## config.mk

```make
export PLATFORM = sky130hd
export DESIGN_NAME = generador_barrido_flat
export DESIGN_NICKNAME = d
export VERILOG_FILES = /design/src/rtl/generador_barrido_pkg.sv /design/src/rtl/generador_barrido_if.sv /design/src/rtl/antirrebote.sv /design/src/rtl/generador_barrido.sv /design/src/flat_wrapper.sv
export SDC_FILE = /design/constraint.sdc
export NUM_CORES = 1
export LEC_CHECK = 0
export ABC_AREA = 1
export CORE_MARGIN = 4
export CORE_UTILIZATION = 40
export CTS_BUF_LIST = sky130_fd_sc_hd__clkbuf_16
export DETAILED_ROUTE_END_ITERATION = 8
export SLEW_MARGIN = 20
export SYNTH_ARGS = -nofsm -noshare
export SYNTH_HDL_FRONTEND = slang
export SYNTH_SLANG_ARGS = --single-unit
```

## constraint.sdc

```tcl
create_clock -name clk -period 1.8 [get_ports clk]
set_input_delay 0.36 -clock clk [delete_from_list [all_inputs] [get_ports clk]]
set_output_delay 0.36 -clock clk [all_outputs]
set_load 0.02 [all_outputs]
```

## src/rtl/generador_barrido_pkg.sv

```systemverilog
// Shared types and segment patterns for the scan generator and its display driver.
// Patterns are active-low, ordered dp,a,b,c,d,e,f,g from the MSB down.
package generador_barrido_pkg;

    typedef enum logic [1:0] {
        CERO = 2'd0,
        UNO  = 2'd1,
        DOS  = 2'd2
    } estado_t;

    localparam logic [7:0] SEG_CERO = 8'b1000_0001;
    localparam logic [7:0] SEG_UNO  = 8'b1100_1111;
    localparam logic [7:0] SEG_DOS  = 8'b1001_0010;

    function automatic logic [7:0] seg_decode(input estado_t s);
        case (s)
            CERO:    return SEG_CERO;
            UNO:     return SEG_UNO;
            DOS:     return SEG_DOS;
            default: return SEG_CERO;
        endcase
    endfunction

endpackage

```

## src/rtl/generador_barrido_if.sv

```systemverilog
// Button/clear inputs and scan/segment outputs of generador_barrido, bundled as one port.
// master drives the button side and observes the display side; slave is the generator.
interface generador_barrido_if;
    logic       boton;
    logic       borrar;
    logic       tick;
    logic [1:0] conteo;
    logic [7:0] estado;

    modport master (output boton, borrar, input conteo, estado, tick);
    modport slave  (input boton, borrar, output conteo, estado, tick);
endinterface

```

## src/rtl/antirrebote.sv

```systemverilog
// Two-flop synchronizer, counter debouncer and rising-edge detector for a raw push-button.
// avance pulses for one cycle when the accepted level goes from released to pressed.
module antirrebote #(
    parameter int DEB_CYC = 500000
) (
    input  logic clk,
    input  logic rst_n,
    input  logic boton,
    output logic avance
);
    localparam int            CW      = (DEB_CYC > 1) ? $clog2(DEB_CYC) : 1;
    localparam logic [CW-1:0] CNT_MAX = CW'(DEB_CYC - 1);

    logic          sync1;
    logic          sync2;
    logic          nivel;
    logic          nivel_q;
    logic [CW-1:0] cnt;

    // The counter only runs while the synchronized level disagrees with the accepted one.
    always_ff @(posedge clk or negedge rst_n) begin
        if (!rst_n) begin
            sync1   <= 1'b0;
            sync2   <= 1'b0;
            nivel   <= 1'b0;
            nivel_q <= 1'b0;
            cnt     <= '0;
        end else begin
            sync1   <= boton;
            sync2   <= sync1;
            nivel_q <= nivel;
            if (sync2 != nivel) begin
                if (cnt == CNT_MAX) begin
                    nivel <= sync2;
                    cnt   <= '0;
                end else begin
                    cnt <= cnt + 1'b1;
                end
            end else begin
                cnt <= '0;
            end
        end
    end

    assign avance = nivel & ~nivel_q;
endmodule

```

## src/rtl/generador_barrido.sv

```systemverilog
// Digit-scan prescaler/counter plus a button-driven three-state digit shown on digit 3.
// The scan path and the button/FSM path share only the clock and reset.
module generador_barrido
    import generador_barrido_pkg::*;
#(
    parameter int N_DIV   = 50000,
    parameter int DEB_CYC = 500000
) (
    input  logic                 clk,
    input  logic                 rst_n,
    generador_barrido_if.slave   bus,
    output estado_t              fsm_dbg
);
    localparam int            PW      = (N_DIV > 1) ? $clog2(N_DIV) : 1;
    localparam logic [PW-1:0] PRE_MAX = PW'(N_DIV - 1);

    logic [PW-1:0] presc;
    logic          tick;
    logic [1:0]    conteo;
    logic          avance;
    logic [7:0]    seg;
    estado_t       state;
    estado_t       next_state;

    assign tick = (presc == PRE_MAX);

    always_ff @(posedge clk or negedge rst_n) begin
        if (!rst_n) begin
            presc  <= '0;
            conteo <= 2'd0;
        end else begin
            if (tick) begin
                presc  <= '0;
                conteo <= conteo + 2'd1;
            end else begin
                presc <= presc + 1'b1;
            end
        end
    end

    antirrebote #(.DEB_CYC(DEB_CYC)) u_antirrebote (
        .clk    (clk),
        .rst_n  (rst_n),
        .boton  (bus.boton),
        .avance (avance)
    );

    always_ff @(posedge clk or negedge rst_n) begin
        if (!rst_n) state <= CERO;
        else        state <= next_state;
    end

    // Clear wins over a coincident advance.
    always_comb begin
        next_state = state;
        if (bus.borrar) begin
            next_state = CERO;
        end else if (avance) begin
            case (state)
                CERO:    next_state = UNO;
                UNO:     next_state = DOS;
                default: next_state = CERO;
            endcase
        end
    end

    always_comb begin
        seg = seg_decode(state);
    end

    assign bus.tick   = tick;
    assign bus.conteo = conteo;
    assign bus.estado = seg;
    assign fsm_dbg    = state;
endmodule

```

## src/flat_wrapper.sv

```systemverilog
// flat-port wrapper written by rule: the top's interface ports become plain ports
module generador_barrido_flat import generador_barrido_pkg::*;
#(
    parameter int N_DIV   = 50000,
    parameter int DEB_CYC = 500000
)
  (clk, rst_n, fsm_dbg, bus_boton, bus_borrar, bus_conteo, bus_estado, bus_tick);
  generador_barrido_if bus_i ();
  input  logic clk;
  input  logic rst_n;
  output estado_t fsm_dbg;
  input wire logic [$bits(bus_i.boton)-1:0] bus_boton;
  input wire logic [$bits(bus_i.borrar)-1:0] bus_borrar;
  output wire logic [$bits(bus_i.conteo)-1:0] bus_conteo;
  output wire logic [$bits(bus_i.estado)-1:0] bus_estado;
  output wire logic [$bits(bus_i.tick)-1:0] bus_tick;
  assign bus_i.boton = bus_boton;
  assign bus_i.borrar = bus_borrar;
  assign bus_conteo = bus_i.conteo;
  assign bus_estado = bus_i.estado;
  assign bus_tick = bus_i.tick;
  generador_barrido #(.N_DIV(N_DIV), .DEB_CYC(DEB_CYC)) u_core (.clk(clk), .rst_n(rst_n), .bus(bus_i), .fsm_dbg(fsm_dbg));
endmodule
```

==> results_dict.tcl <==
set metrics [dict create \
    gr-usage-met1 0.1987 \
    slew_headroom 0.6411 \
    fin_crit_ns 1.795 \
    ant_nets 0 \
    grt_use_total 0.1515 \
    finalCritPeriodShare 0.9974 \
    die-area_mm2 0.007434 \
    die_w_um 86.22 \
    yosysWarnings 0 \
    cts.sinks 43 \
    grt_max_degree 44 \
    rsz0062_at_grt "true" \
    cts_hold_buffers 0 \
    crit_path_max_fanout 2 \
    crit_path_end_kind "output pin" \
    hold_path.class "primary input to asynchronous set/reset pin" \
    switching_share 0.1978 \
    yosys.area_share.simple 0.3344 \
    synthXorXnorAreaFrac 0.06800 \
    peakVddDrop_uv 367.2 \
    layout.cells.non_filler 441 \
    synth_adder_area_share 0.03579 \
    worst_hold_slack_ns 0.1452 \
    htreeDepth 2 \
    dp.cells 428 \
    ioPinCount 17 \
    dp_slack_ns -0.2217 \
    synth_most_common_cell "nor2_1" \
    fin_util 0.5114 \
    finalClockSkew_ns 0.003810 \
    r2r_setup_slack_ns 0.10 \
    p_clk_frac 0.492 \
    criticalPathCategory "flip-flop to output pin" \
    vias_per_cell 4.780 \
    p_sw_uw 403.5 \
    core_area_mm2 0.005921 \
    drive_gt1_frac 0.1721 \
    yosysTopAreaCell "dfrtp_1" \
    tritoncts "built" \
    first_global_vias 2072 \
    synth.avg_cell_area_um2 7.600 \
    ff2ff_path_depth 10 \
    tightest_slew_ns 0.5383 \
    p_int_mw 1.636 \
    grt_pass1_wl_um 9121 \
    grt-ovfl-total 0 \
    async_flop_share 1.000 \
    clockBufferDepth 2 \
    diodes 0 \
    syn_inst 322 \
    dp_hpwl_um 3856 \
    ys_seq_elements 43 \
    hold_viol 0 \
    yosys-top-cells-area "dfrtp_1 (44%), nor2_1 (10%), nand2_1 (9.5%)" \
    clkTransAtPathRegs_ns 0.06 \
    fill_cells 567 \
    wl_um 5175 \
    power_mw 2.040 \
    finalSetupTns_ns 0 \
    drcViolationCount 0 \
    crit_path_start_kind "flip-flop" \
    max_cap_viol_count 0 \
    yosys-top-cells-count "nor2_1 (65), nand2_1 (62), dfrtp_1 (43), inv_1 (41), nand3_1 (29)" \
    p_leak_nw 1.432 \
    setup_slack_ns 0.004633 \
    max_freq_mhz 557.0 \
    synth_mux_area_frac 0 \
    gp_congestion 0.8980 \
    setup_viol 0 \
    synth_edf_count 0 \
    cp.required_ns 1.44 \
    synth_compound_area_frac 0.03272 \
    r2r-start "u_core.presc[1]" \
    die_y_um 86.22 \
    final_area_mm2 0.003028 \
    drt_pre_antenna_iters 4 \
    ys_seq_area_frac 0.4397 \
    post_dp_cell_area_mm2 0.002810 \
    grt_use_met2 0.2502 \
    yosysUniqueCellTypes 26 \
    portBuffers 14 \
    power_frac_seq 0.480 \
    synth_top_family_by_area "simple AND/OR/NAND/NOR gates" \
    status "finished, final reports clean" \
    numCtsBuffers 5 \
    root_buffer "clkbuf_16" \
    clk_latency_ns 0.28 \
    synthToLayoutAreaGrowth_pct 23.72 \
    top_usage_layer "met2" \
    synth_top_area_share 0.4397 \
    arrival_ns 1.44 \
    wl_per_cell_um 11.73 \
    syn-cell-area_mm2 0.002447 \
    num_vias 2108 \
    grt_use_met3 0.03042 \
    synth_nets 333 \
    ys.flop_type "dfrtp_1" \
    nNetsFinal 376 \
    drv_slew 0 \
    comb_power_share 0.028 \
    r2r_end "u_core.presc[9]" \
    power_density_mw_per_mm2 673.7 \
    rows 28 \
    grt_antenna_before_repair 0 \
    first_iter_violations 119 \
    start_util 0.4134 \
]
worst max-delay path, cell delays in order, from the launching register on:
cell	delay (ns)
dfrtp_1	0.35
ha_2	0.19
nand2_2	0.07
nor2_4	0.13
inv_2	0.06
nor2_4	0.11
nand3_2	0.08
inv_2	0.06
buf_6	0.10
cells by family after synthesis:
| kind of cell | Yosys count |
|---|---|
| buf+inv | 52 |
| flops | 43 |
| fa+ha+maj | 7 |
| simple gates | 184 |
| compound gates | 15 |
| other cells | 2 |
| xor+xnor | 19 |
final cells by class:
cell class	count	area, µm²	share of cell area
tap	75	93.84	0.03099
multi-input combinational	227	1182	0.3905
timing repair buffer	42	339.1	0.1120
clock inverter	3	38.79	0.01281
sequential	43	1076	0.3554
inverter	46	172.7	0.05703
clock buffer	5	125.1	0.04132
registers in the layout (all words and copies together), names as in the netlist:
register	flops
u_core.bus.conteo	2
u_core.fsm_dbg	2
u_core.presc	16
u_core.u_antirrebote.cnt	19
u_core.u_antirrebote.nivel	1
u_core.u_antirrebote.nivel_q	1
u_core.u_antirrebote.sync1	1
u_core.u_antirrebote.sync2	1
per-layer routing:
| layer | wire [µm] | share of wire |
|---|---|---|
| met1 | 2456 | 0.47 |
| met2 | 2509 | 0.48 |
| met3 | 140 | 0.027 |
| met4 | 69 | 0.013 |
| met5 | 0 | 0 |
power by group through the flow:
stage	Combinational (mW)	Sequential, mW	Clock, mW
finish	0.0568	0.980	1.00
global route	0.0667	0.981	1.07
CTS	0.0595	0.980	1.03
detailed placement	0.0593	0.998	0
global placement	0.0591	0.998	0
floorplan	0.0279	0.997	0
what timing repair did:
action | CTS | global route
setup buffers | 0 | 5
setup endpoints to repair | 7 | 2
gates resized for setup | 12 | 9
cloned | 0 | 0
pin swaps | 0 | 4
how the worst max path moves through the flow:
stage / from / end / slack, ns / cells after the start
after floorplan: u_core.presc[0] / bus_tick / 0.33 / 7
after global placement: u_core.presc[0] / bus_tick / -0.19 / 8
after detailed placement: u_core.presc[0] / bus_tick / -0.22 / 8
after CTS: u_core.presc[0] / bus_tick / -0.04 / 8
after global routing: u_core.presc[1] / bus_tick / -0.08 / 8
final: u_core.presc[1] / bus_tick / 0.005 / 8
layout by cell type, fill, tap and decap left out, drive strengths merged:
master,instances
conb,2
nor3,6
bufinv,1
ha,7
nand4,8
inv,46
xor2,16
o21ai,8
o21bai,2
dfrtp,43
a21oi,5
clkdlybuf4s50,6
nand3b,1
and3,1
nand2,65
buf,30
nand3,31
dlygate4sd2,6
xnor2,3
clkbuf,5
nor2,72
clkinv,2
No activity file was read; power rests on OpenSTA's default activity.
